`config.mk`:
```
export PLATFORM = sky130hd
export DESIGN_NAME = mux_source_arbiter_flat
export DESIGN_NICKNAME = d
export VERILOG_FILES = /design/src/rtl/mux_source_arbiter_if.sv /design/src/rtl/mux_source_arbiter.sv /design/src/flat_wrapper.sv
export SDC_FILE = /design/constraint.sdc
export NUM_CORES = 1
export LEC_CHECK = 0
export CAP_MARGIN = 30
export CORE_AREA = 2 2 107 109
export DETAILED_ROUTE_END_ITERATION = 16
export DIE_AREA = 0 0 109 111
export MAX_ROUTING_LAYER = met4
export PLACE_DENSITY = 0.77
export SYNTH_ARGS = -nofsm -noshare
export SYNTH_HDL_FRONTEND = slang
export SYNTH_SLANG_ARGS = --single-unit
```
`constraint.sdc`:
```
create_clock -name clk -period 2.1 [get_ports clk]
set_clock_uncertainty 0.2 [all_clocks]
set_input_delay 0.525 -clock clk [delete_from_list [all_inputs] [get_ports clk]]
set_output_delay 0.525 -clock clk [all_outputs]
set_load 0.05 [all_outputs]
```
`src/rtl/mux_source_arbiter_if.sv`:
```
// Handshake bundle between the three requesters, the arbiter and the
// single downstream consumer of the shared 64-bit result path.
// The master modport is the arbiter's view; slave is the surrounding logic.
interface mux_source_arbiter_if #(
  parameter int DATA_W = 64
);
  logic              a_valid;
  logic              b_valid;
  logic              c_valid;
  logic [DATA_W-1:0] a_data;
  logic [DATA_W-1:0] b_data;
  logic [DATA_W-1:0] c_data;
  logic              a_last;
  logic              b_last;
  logic              c_last;
  logic              a_ready;
  logic              b_ready;
  logic              c_ready;
  logic              out_valid;
  logic [DATA_W-1:0] out_data;
  logic              out_last;
  logic              out_ready;

  modport master (
    input  a_valid, b_valid, c_valid,
    input  a_data, b_data, c_data,
    input  a_last, b_last, c_last,
    output a_ready, b_ready, c_ready,
    output out_valid, out_data, out_last,
    input  out_ready
  );

  modport slave (
    output a_valid, b_valid, c_valid,
    output a_data, b_data, c_data,
    output a_last, b_last, c_last,
    input  a_ready, b_ready, c_ready,
    input  out_valid, out_data, out_last,
    output out_ready
  );
endinterface

```
`src/rtl/mux_source_arbiter.sv`:
```
// Round-robin arbiter for the shared three-input 64-bit datapath mux.
// A grant is held for a whole burst (or until MAX_BURST beats), then one
// idle bubble cycle precedes the next arbitration.
//
// state | meaning
// IDLE  | selector=11, no source connected, arbitrating among valids
// GRANT | selector holds the winner, handshake passed straight through
module mux_source_arbiter #(
  parameter int DATA_W    = 64,
  parameter int MAX_BURST = 16,
  parameter int CNT_W     = 8
) (
  input  logic                clk,
  input  logic                rst_n,
  mux_source_arbiter_if.master bus,
  output logic [1:0]          selector,
  output logic                busy,
  output logic                burst_err
);

  typedef enum logic {
    IDLE,
    GRANT
  } state_t;

  localparam logic [1:0] SEL_A    = 2'b00;
  localparam logic [1:0] SEL_B    = 2'b01;
  localparam logic [1:0] SEL_C    = 2'b10;
  localparam logic [1:0] SEL_IDLE = 2'b11;

  localparam logic [CNT_W-1:0] LAST_IDX = CNT_W'(MAX_BURST - 1);

  state_t            state;
  logic [CNT_W-1:0]  beat_cnt;
  logic [1:0]        rr_ptr;

  logic              g_valid;
  logic              g_last;
  logic              at_limit;
  logic              xfer;
  logic              burst_end;
  logic [2:0]        req;
  logic [1:0]        p0, p1, p2;
  logic              win_found;
  logic [1:0]        winner;

  // Next requester index in round-robin order; C wraps back to A.
  function automatic logic [1:0] nxt(input logic [1:0] p);
    return (p == 2'd2) ? 2'd0 : p + 2'd1;
  endfunction

  // Selector-driven mux: only the granted source sees out_ready; idle outputs zero.
  always_comb begin
    g_valid       = 1'b0;
    g_last        = 1'b0;
    bus.out_data  = '0;
    bus.a_ready   = 1'b0;
    bus.b_ready   = 1'b0;
    bus.c_ready   = 1'b0;
    case (selector)
      SEL_A: begin
        g_valid      = bus.a_valid;
        g_last       = bus.a_last;
        bus.out_data = bus.a_data;
        bus.a_ready  = bus.out_ready;
      end
      SEL_B: begin
        g_valid      = bus.b_valid;
        g_last       = bus.b_last;
        bus.out_data = bus.b_data;
        bus.b_ready  = bus.out_ready;
      end
      SEL_C: begin
        g_valid      = bus.c_valid;
        g_last       = bus.c_last;
        bus.out_data = bus.c_data;
        bus.c_ready  = bus.out_ready;
      end
      default: ;
    endcase
  end

  assign at_limit      = (beat_cnt == LAST_IDX);
  assign bus.out_valid = g_valid;
  assign bus.out_last  = (selector != SEL_IDLE) && (g_last || at_limit);
  assign xfer          = g_valid && bus.out_ready;
  assign burst_end     = xfer && (g_last || at_limit);

  // First valid requester starting from rr_ptr wins.
  always_comb begin
    req       = {bus.c_valid, bus.b_valid, bus.a_valid};
    p0        = rr_ptr;
    p1        = nxt(p0);
    p2        = nxt(p1);
    win_found = |req;
    if (req[p0])      winner = p0;
    else if (req[p1]) winner = p1;
    else              winner = p2;
  end

  // Grant FSM with registered selector, busy, beat counter and sticky error.
  always_ff @(posedge clk or negedge rst_n) begin
    if (!rst_n) begin
      state     <= IDLE;
      selector  <= SEL_IDLE;
      busy      <= 1'b0;
      beat_cnt  <= '0;
      rr_ptr    <= SEL_A;
      burst_err <= 1'b0;
    end else begin
      case (state)
        IDLE: begin
          if (win_found) begin
            state    <= GRANT;
            selector <= winner;
            busy     <= 1'b1;
          end
        end
        GRANT: begin
          if (burst_end) begin
            state    <= IDLE;
            selector <= SEL_IDLE;
            busy     <= 1'b0;
            beat_cnt <= '0;
            rr_ptr   <= nxt(selector);
            // A burst that also ends with a real last on the final allowed beat is legal.
            if (!g_last) burst_err <= 1'b1;
          end else if (xfer) begin
            beat_cnt <= beat_cnt + 1'b1;
          end
        end
        default: begin
          state    <= IDLE;
          selector <= SEL_IDLE;
          busy     <= 1'b0;
        end
      endcase
    end
  end

endmodule
```
`src/flat_wrapper.sv`:
```
// flat-port wrapper written by rule: the top's interface ports become plain ports
module mux_source_arbiter_flat 
#(
  parameter int DATA_W    = 64,
  parameter int MAX_BURST = 16,
  parameter int CNT_W     = 8
)
  (clk, rst_n, selector, busy, burst_err, bus_a_valid, bus_b_valid, bus_c_valid, bus_a_data, bus_b_data, bus_c_data, bus_a_last, bus_b_last, bus_c_last, bus_a_ready, bus_b_ready, bus_c_ready, bus_out_valid, bus_out_data, bus_out_last, bus_out_ready);
  mux_source_arbiter_if #(.DATA_W(DATA_W)) bus_i ();
  input  logic clk;
  input  logic rst_n;
  output logic [1:0] selector;
  output logic busy;
  output logic burst_err;
  input wire logic [$bits(bus_i.a_valid)-1:0] bus_a_valid;
  input wire logic [$bits(bus_i.b_valid)-1:0] bus_b_valid;
  input wire logic [$bits(bus_i.c_valid)-1:0] bus_c_valid;
  input wire logic [$bits(bus_i.a_data)-1:0] bus_a_data;
  input wire logic [$bits(bus_i.b_data)-1:0] bus_b_data;
  input wire logic [$bits(bus_i.c_data)-1:0] bus_c_data;
  input wire logic [$bits(bus_i.a_last)-1:0] bus_a_last;
  input wire logic [$bits(bus_i.b_last)-1:0] bus_b_last;
  input wire logic [$bits(bus_i.c_last)-1:0] bus_c_last;
  output wire logic [$bits(bus_i.a_ready)-1:0] bus_a_ready;
  output wire logic [$bits(bus_i.b_ready)-1:0] bus_b_ready;
  output wire logic [$bits(bus_i.c_ready)-1:0] bus_c_ready;
  output wire logic [$bits(bus_i.out_valid)-1:0] bus_out_valid;
  output wire logic [$bits(bus_i.out_data)-1:0] bus_out_data;
  output wire logic [$bits(bus_i.out_last)-1:0] bus_out_last;
  input wire logic [$bits(bus_i.out_ready)-1:0] bus_out_ready;
  assign bus_i.a_valid = bus_a_valid;
  assign bus_i.b_valid = bus_b_valid;
  assign bus_i.c_valid = bus_c_valid;
  assign bus_i.a_data = bus_a_data;
  assign bus_i.b_data = bus_b_data;
  assign bus_i.c_data = bus_c_data;
  assign bus_i.a_last = bus_a_last;
  assign bus_i.b_last = bus_b_last;
  assign bus_i.c_last = bus_c_last;
  assign bus_a_ready = bus_i.a_ready;
  assign bus_b_ready = bus_i.b_ready;
  assign bus_c_ready = bus_i.c_ready;
  assign bus_out_valid = bus_i.out_valid;
  assign bus_out_data = bus_i.out_data;
  assign bus_out_last = bus_i.out_last;
  assign bus_i.out_ready = bus_out_ready;
  mux_source_arbiter #(.DATA_W(DATA_W), .MAX_BURST(MAX_BURST), .CNT_W(CNT_W)) u_core (.clk(clk), .rst_n(rst_n), .bus(bus_i), .selector(selector), .busy(busy), .burst_err(burst_err));
endmodule
```
# After elaboration in Yosys (flattened, before gate mapping)
# Index checks and enable logic that the tools add are counted.
[word_totals] register_bits=15 latchBits=0 ramBits=0 rom_bits=0 inputBits=201 output_inout_bits=73 n_memories=0
[classes] add_sub_neg=4 n_mul=0 n_div=0 magnitude_cmp=2 eq_ne=8 shifts=0 muxes=26 bitwise=2 n_reduce_logical=11
[op_table] operator="64-bit case mux with 3 select lines" count=1
[op_table] operator="8-bit two-way mux" count=2
[op_table] operator="2-bit two-way mux" count=7
[op_table] operator="1-bit two-way mux" count=9
[op_table] operator="8-bit by 1-bit adder with 8-bit output (second input constant)" count=1
[op_table] operator="8-bit by 4-bit == test with 1-bit output (second input constant)" count=1
[op_table] operator="2-bit by 1-bit adder with 2-bit output (second input constant)" count=3
[op_table] operator="2-bit == test (second input constant)" count=3
[op_table] operator="2-bit by 3-bit less-than comparator with 1-bit output (second input constant)" count=2
[op_table] operator="1-bit case mux with 3 select lines" count=2
[op_table] operator="2-bit AND reduction" count=3
[op_table] operator="1-bit binary-select mux with 2-bit select" count=2
[op_table] operator="2-bit != test (second input constant)" count=2
[op_table] operator="1-bit case mux with 2 select lines" count=2
[op_table] operator="2-bit case mux with 2 select lines" count=1
[op_table] operator="1-bit logical AND" count=3
[op_table] operator="3-bit AND reduction" count=1
[op_table] operator="3-bit OR reduction" count=1
[op_table] operator="2-bit by 1-bit == test with 1-bit output (second input constant)" count=1
[op_table] operator="2-bit logical NOT" count=1
[op_table] operator="2-bit by 1-bit != test with 1-bit output (second input constant)" count=1
[op_table] operator="1-bit NOT" count=2
[op_table] operator="2-bit nonzero test" count=1
[op_table] operator="1-bit logical OR" count=1

# Longest topological paths before layout
# Gate-level depths: netlist (run 1).
[logic_depth] ltp_word=8 ltp_mapped=7 depth_no_buf=6

# Least setup slack after synthesis (run 1)
# Ideal clock, no wire load.
[synth_path] path_type="register -> output" start="register u_core.selector[0]" end="output port bus_out_data[0]" t_arrival_ns=2.555 required_ns=1.375 setup_slack_ns=-1.180 path_stages_with_launch=5 path_buffers=2 path_cell_list="dfstp_2 buf_6 clkbuf_1 mux2i_1 o21ai_0"
[synth_between] elab_chain_cells=2 word_cells_on_any_way=4 cone_classes="eq/ne (2); mux (1); reduce/logical (1)"
[synth_lines] element="start: declaration" line_no="mux_source_arbiter.sv:16" rtl="output logic [1:0] selector,"
[synth_lines] element="start signal: assignment" line_no="mux_source_arbiter.sv:115" rtl="selector <= winner;"
[synth_lines] element="2-bit == test (tied with other cells)" line_no="mux_source_arbiter.sv:60" rtl="case (selector)"
[synth_lines] element="64-bit case mux with 3 select lines *" line_no="mux_source_arbiter.sv:60"
[synth_lines] element="end: declaration" line_no="flat_wrapper.sv:28" rtl="output wire logic [$bits(bus_i.out_data)-1:0] bus_out_data;"
# Mark *: on every way between the ends. The rest lies on a longest branch, timed or not.

# Worst setup path after layout (run 1)
[layout_path] start="register u_core.selector[0]" end="output port bus_out_data[44]"
# The elaborated chain is that of the path after synthesis.

==> reports/results.ini, run 1 <==
[clock_tree]
cts_hold_buf=0
cts-root-buf=clkbuf_16
cts_tree=yes
clk_path_buf_depth=2
clk_latency_ps=250
cts.sinks=15
h-tree-depth=1
cts_made_buffers=3
path_clk_slew_ps=50

[yosys]
syn_inst=307
syn_area_per_cell_sq_um=6.95
yosysUniqueCellTypes=37
synth_flop_cell=dfrtp_1
ys_top_cells_by_area=mux2i_1 31%, o21ai_0 17%, dfrtp_1 15%
ys_warn_count=0
synth-seq-area-share=0.177
synth_edf_count=0
syn_nets=509
netlist_area_sq_um=2130
async_flop_share=1.00
synth_top_area_share=0.310
yosysTopAreaCell=mux2i_1
synth_seq_cells=15

[sta]
hold_viol=0
hold_ws_ps=285
fin_crit_ps=2660
setup_viol=85
worst-slew-pin-transition_ps=344
timing.fmax_ghz=0.375
slew_viol_final=0
rsz0062_at_grt=yes
worst_slack_ps=-565
max_slew_margin=0.766
min_period_over_period=1.27

[setup_path]
critPathLaunchType=flip-flop
cpPeakStageDelay_ps=650
reg2reg_slack_ps=-240
crit_type=reg2out
cp_slowest_cell=dfstp_4
cp.required_ps=1370
worst-path-max-fanout=8
crit_arrival_ps=1940
cp_cell_sequence=buf_12, buf_4, mux2i_2, o21ai_4, buf_12
worst-path-buf-inv=3
crit_top_cell=buf_12
critical-path-top-delay-family=flip-flops
cp-end-kind=output pin

[routing]
first_iter_violations=118
drt-pass1-iter-count=5
routed_wl_microns=16300
vias=3761
avgRoutedWirePerCell_microns=21.2
drc=0
drtAntennaViolNets=0
vias_per_cell=4.89

[pwr]
ir_drop_v=0.000966
power_density_nw_per_um2=1610
leakage_nw=3.13
p_total_mw=12.8

[die]
design.portCount=274
die_w_microns=109
die_height_microns=111
die-area_sq_um=12100
core-area_sq_um=11100
rows=39
start_util=0.193

[grt]
grt_pass1_wl_microns=21200
grt_antenna_before_repair=1
grt_overflow_total=0
grt_max_degree=47
grt_use_total=0.228
first_global_vias=3922

[layout]
instances_no_fill=769
synthToLayoutAreaGrowth_pct=273
seqCellArea_sq_um=385
drive_above_1_share=0.520
final_util=0.719
nets=828
multi_input_area_sq_um=3040
fill_cells=684

[outcome]
violations=negative setup slack
run_status=finished with violations

[place]
dp_cells=743
io_buffers=273
pre_cts_ws_ps=-329
finalWeightedCongestion=0.845
dp.final_hpwl_microns=11100

[job]
timing.max_cap.violations=0

[hold_path]
hold_class=reg2reg

-- placed cells by master, fill, tap and decap left out, types with 4 or more instances in the layout --
cell,Yosys,routed
nand2_2,0,41
buf_4,0,33
nand3_1,5,4
buf_12,0,84
o21ai_4,0,65
o21ai_2,0,4
mux2i_1,66,30
dfrtp_1,13,13
clkdlybuf4s50_1,0,200
nor2_1,6,4
nand2_1,70,16
nand2_4,0,12
buf_6,1,13
clkbuf_16,0,8
mux2i_2,0,18
mux2i_4,0,18
buf_8,0,4
-- per-layer routing --
metal  vias up  part of all wire  global-route usage  wire, microns
li1       1746                 -                   -              -
met2       171              0.53               0.400           8620
met1      1800              0.36               0.249           5830
met5         -                 0                   -              0
met4         0             0.044              0.0923            718
met3        44             0.068              0.0417           1100
-- kinds of logic after synthesis --
| kind of cell | synth area share |
|---|---|
| multiplexers | 0.315 |
| AO/OA/AOI/OAI | 0.237 |
| adder cells (fa/ha/maj) | 0.00586 |
| AND/OR/NAND/NOR | 0.212 |
| buffers and inverters | 0.0528 |
| flip-flops | 0.177 |
-- worst paths after layout --
kind	start	to	cells after the start
worst max-delay path	u_core.selector[0]	bus_out_data[44]	5
worst min-delay path	u_core.burst_err	u_core.burst_err	1
worst max register to register	u_core.selector[0]	u_core.selector[1]	9
worst min register to register	u_core.burst_err	u_core.burst_err	1
max in group asynchronous	rst_n	u_core.selector[1]	2
min in group asynchronous	rst_n	u_core.busy	2
-- flip-flops by register name, summed over array words and instances (netlist names) --
register          cells
u_core.beat_cnt       8
u_core.burst_err      1
u_core.busy           1
u_core.p0             2
u_core.selector       2
u_core.state          1
-- per-stage QoR --
step | TNS, ps | instance area (sq um)
after floorplan | -22210 | 3020
after CTS | -30130 | 7250
final | -31080 | 7960
after detailed placement | -12560 | 6870
after global routing | -35550 | 7960
after global placement | -11830 | 6870
-- final cells by class --
| cell class | instances | area share |
|---|---|---|
| well taps | 143 | 0.0225 |
| inverters | 2 | 0.000943 |
| repair buffers | 340 | 0.536 |
| diodes | 1 | 0.000314 |
| flip-flops and latches | 15 | 0.0484 |
| multi-input cells | 264 | 0.382 |
| clock inverters | 1 | 0.000943 |
| clock buffers | 3 | 0.00943 |
-- where the power goes --
group	total (mW)	leakage, nW	switching (mW)	internal, mW
clock network	0.390	0.0371	0.133	0.257
registers	0.535	0.181	0.114	0.421
logic	11.9	2.91	6.19	5.68
total	12.8	3.13	6.44	6.36
-- synth_stat cells, drive strengths merged (2+ instances only) --
cell type   n
nor3        3
nor2        6
inv         2
a21oi       5
o31ai       2
dfrtp      13
nand2b      2
nor4        3
o21ai      75
and3        2
nand2      70
dfstp       2
a22o        3
a21o        2
nand3       5
nor2b       3
mux2i      66
clkbuf     25
-- repair_timing --
item / CTS / global route
gates resized for setup: 61 / 119
gates cloned: 1 / 8
pin swaps: 13 / 4
setup endpoints to repair: 85 / 85
buffers inserted: 4 / 9
No activity file was read; power rests on OpenSTA's default activity.
==> inputs of run 2 (changes only) <==
--- a/config.mk
+++ b/config.mk
@@ -11,6 +11,7 @@
 export DIE_AREA = 0 0 109 111
 export MAX_ROUTING_LAYER = met4
 export PLACE_DENSITY = 0.77
+export REMOVE_ABC_BUFFERS = 1
 export SYNTH_ARGS = -nofsm -noshare
 export SYNTH_HDL_FRONTEND = slang
 export SYNTH_SLANG_ARGS = --single-unit
==> reports/results.ini, run 2 (synthesized netlist as in run 1, its figures left out) <==
[sta]
worst_slack_ps=-511
hold_viol=0
fin_crit_ps=2610
min_period_over_period=1.24
slew_viol_final=0
timing.fmax_ghz=0.383
setup_viol=82
worst-slew-pin-transition_ps=538
max_slew_margin=0.638
setup-tns-final_ps=-32650
rsz0062_at_grt=yes

[die]
core-area_sq_um=11100
start_util=0.193
die_w_microns=109
die_height_microns=111
rows=39
design.portCount=274
die-area_sq_um=12100

[routing]
drtAntennaViolNets=0
first_iter_violations=231
vias=3891
drt-pass1-iter-count=4
avgRoutedWirePerCell_microns=19.5
vias_per_cell=4.79
routed_wl_microns=15800
drc=0

[layout]
final_area_sq_um=7200
synthToLayoutAreaGrowth_pct=237
regMostFlops=u_core.beat_cnt
nets=872
final_util=0.650
drive_above_1_share=0.368
final_cell_mix=200 x clkdlybuf4s50_1, 80 x buf_4, 74 x buf_12, 58 x mux2i_1, 50 x nand2_1
instances_no_fill=812
layout_commonest_cell=clkdlybuf4s50_1
largest_reg_flops=8
diodes=0
fill_cells=799

[setup_path]
worst-path-max-fanout=5
crit_type=reg2out
ff2ff_path_depth=8
cp-end-kind=output pin
rr_startpoint=u_core.selector[0]
reg2reg_to=u_core.beat_cnt[5]
critPathLaunch=u_core.selector[0]
crit_arrival_ps=1890
reg2reg_slack_ps=-390
critPathLaunchType=flip-flop
cp.required_ps=1370

[outcome]
violations=negative setup slack
run_status=finished with violations

[hold_path]
holdCritStartpoint=u_core.burst_err
hold_class=reg2reg
hold_depth=1
whs_endpoint=u_core.burst_err

[pwr]
swShare=0.477
combPwrFrac=0.922
leakage_nw=3.23
p_seq_frac=0.045
p_sw_mw=5.60
ir_drop_v=0.00108
p_clk_frac=0.032
p_int_mw=6.14
power_density_nw_per_um2=1630

[place]
pre_cts_ws_ps=-472
dp.final_hpwl_microns=10700
dpl-instance-area_sq_um=6440
dp_cells=791
finalWeightedCongestion=0.881
io_buffers=273

[clock_tree]
cts_tree=yes
cts_made_buffers=3
cts-root-buf=clkbuf_16
path_clk_slew_ps=50
h-tree-depth=1
clk_latency_ps=250
cts.sinks=15
clk_path_buf_depth=2

[job]
timing.max_cap.violations=0

[grt]
grt_antenna_before_repair=0
grt_max_degree=41
grt_use_total=0.227
grt_overflow_total=0
first_global_vias=3997
grt_pass1_wl_microns=21000

-- run 2: power groups by stage --
stage               Clock, mW  Combinational (mW)  Sequential, mW
global placement            0                9.20           0.500
detailed placement          0                9.32           0.511
global route            0.388                11.2           0.545
finish                  0.380                10.8           0.532
CTS                     0.378                9.71           0.522
floorplan                   0                3.68           0.957
-- run 2: what timing repair did --
action | in CTS | in global routing
setup buffers | 4 | 13
endpoints found under the setup margin | 83 | 85
hold buffers | 0 | 0
pin swaps | 0 | 9
gates cloned | 2 | 8
gates resized for setup | 35 | 110
-- run 2: stage by stage --
step                total power [mW]  hold slack (ps)
CTS                             10.6              301
global route                    12.2              321
floorplan                       4.64             29.4
global placement                9.70              270
finish                          11.7              307
detailed placement              9.83              284
-- run 2: final cells by class --
| type | count | area (sq um) | area share |
|---|---|---|---|
| multi-input cells | 264 | 1930 | 0.269 |
| inverters | 2 | 7.51 | 0.00104 |
| flip-flops and latches | 15 | 382 | 0.0530 |
| repair buffers | 384 | 4620 | 0.641 |
| well taps | 143 | 179 | 0.0249 |
| clock buffers | 4 | 78.8 | 0.0110 |
-- run 2: metal layers --
metal	routed length, microns	track usage	vias to the layer above	part of all wire
met3	1940	0.0970	46	0.12
met5	0	-	-	0
met1	5510	0.238	1780	0.35
met4	552	0.0761	0	0.035
met2	7820	0.378	237	0.49
li1	-	-	1828	-
-- run 2: worst max-delay path by stage --
stage	end	slack, ps
2_1_floorplan	bus_out_last	-3180
3_3_place_gp	bus_out_data[59]	-440
3_5_place_dp	bus_out_data[59]	-470
4_1_cts	bus_out_data[59]	-490
5_1_grt	bus_out_data[24]	-550
6_report	bus_out_data[19]	-510
-- run 2: worst max-delay path: stages (launching register included) --
cell and delay, ps:
dfstp_4 680, buf_6 130, nor2b_4 40, buf_4 160
clkbuf_16 160, nand2_1 70, o21ai_0 100, buf_4 160
buf_12 140
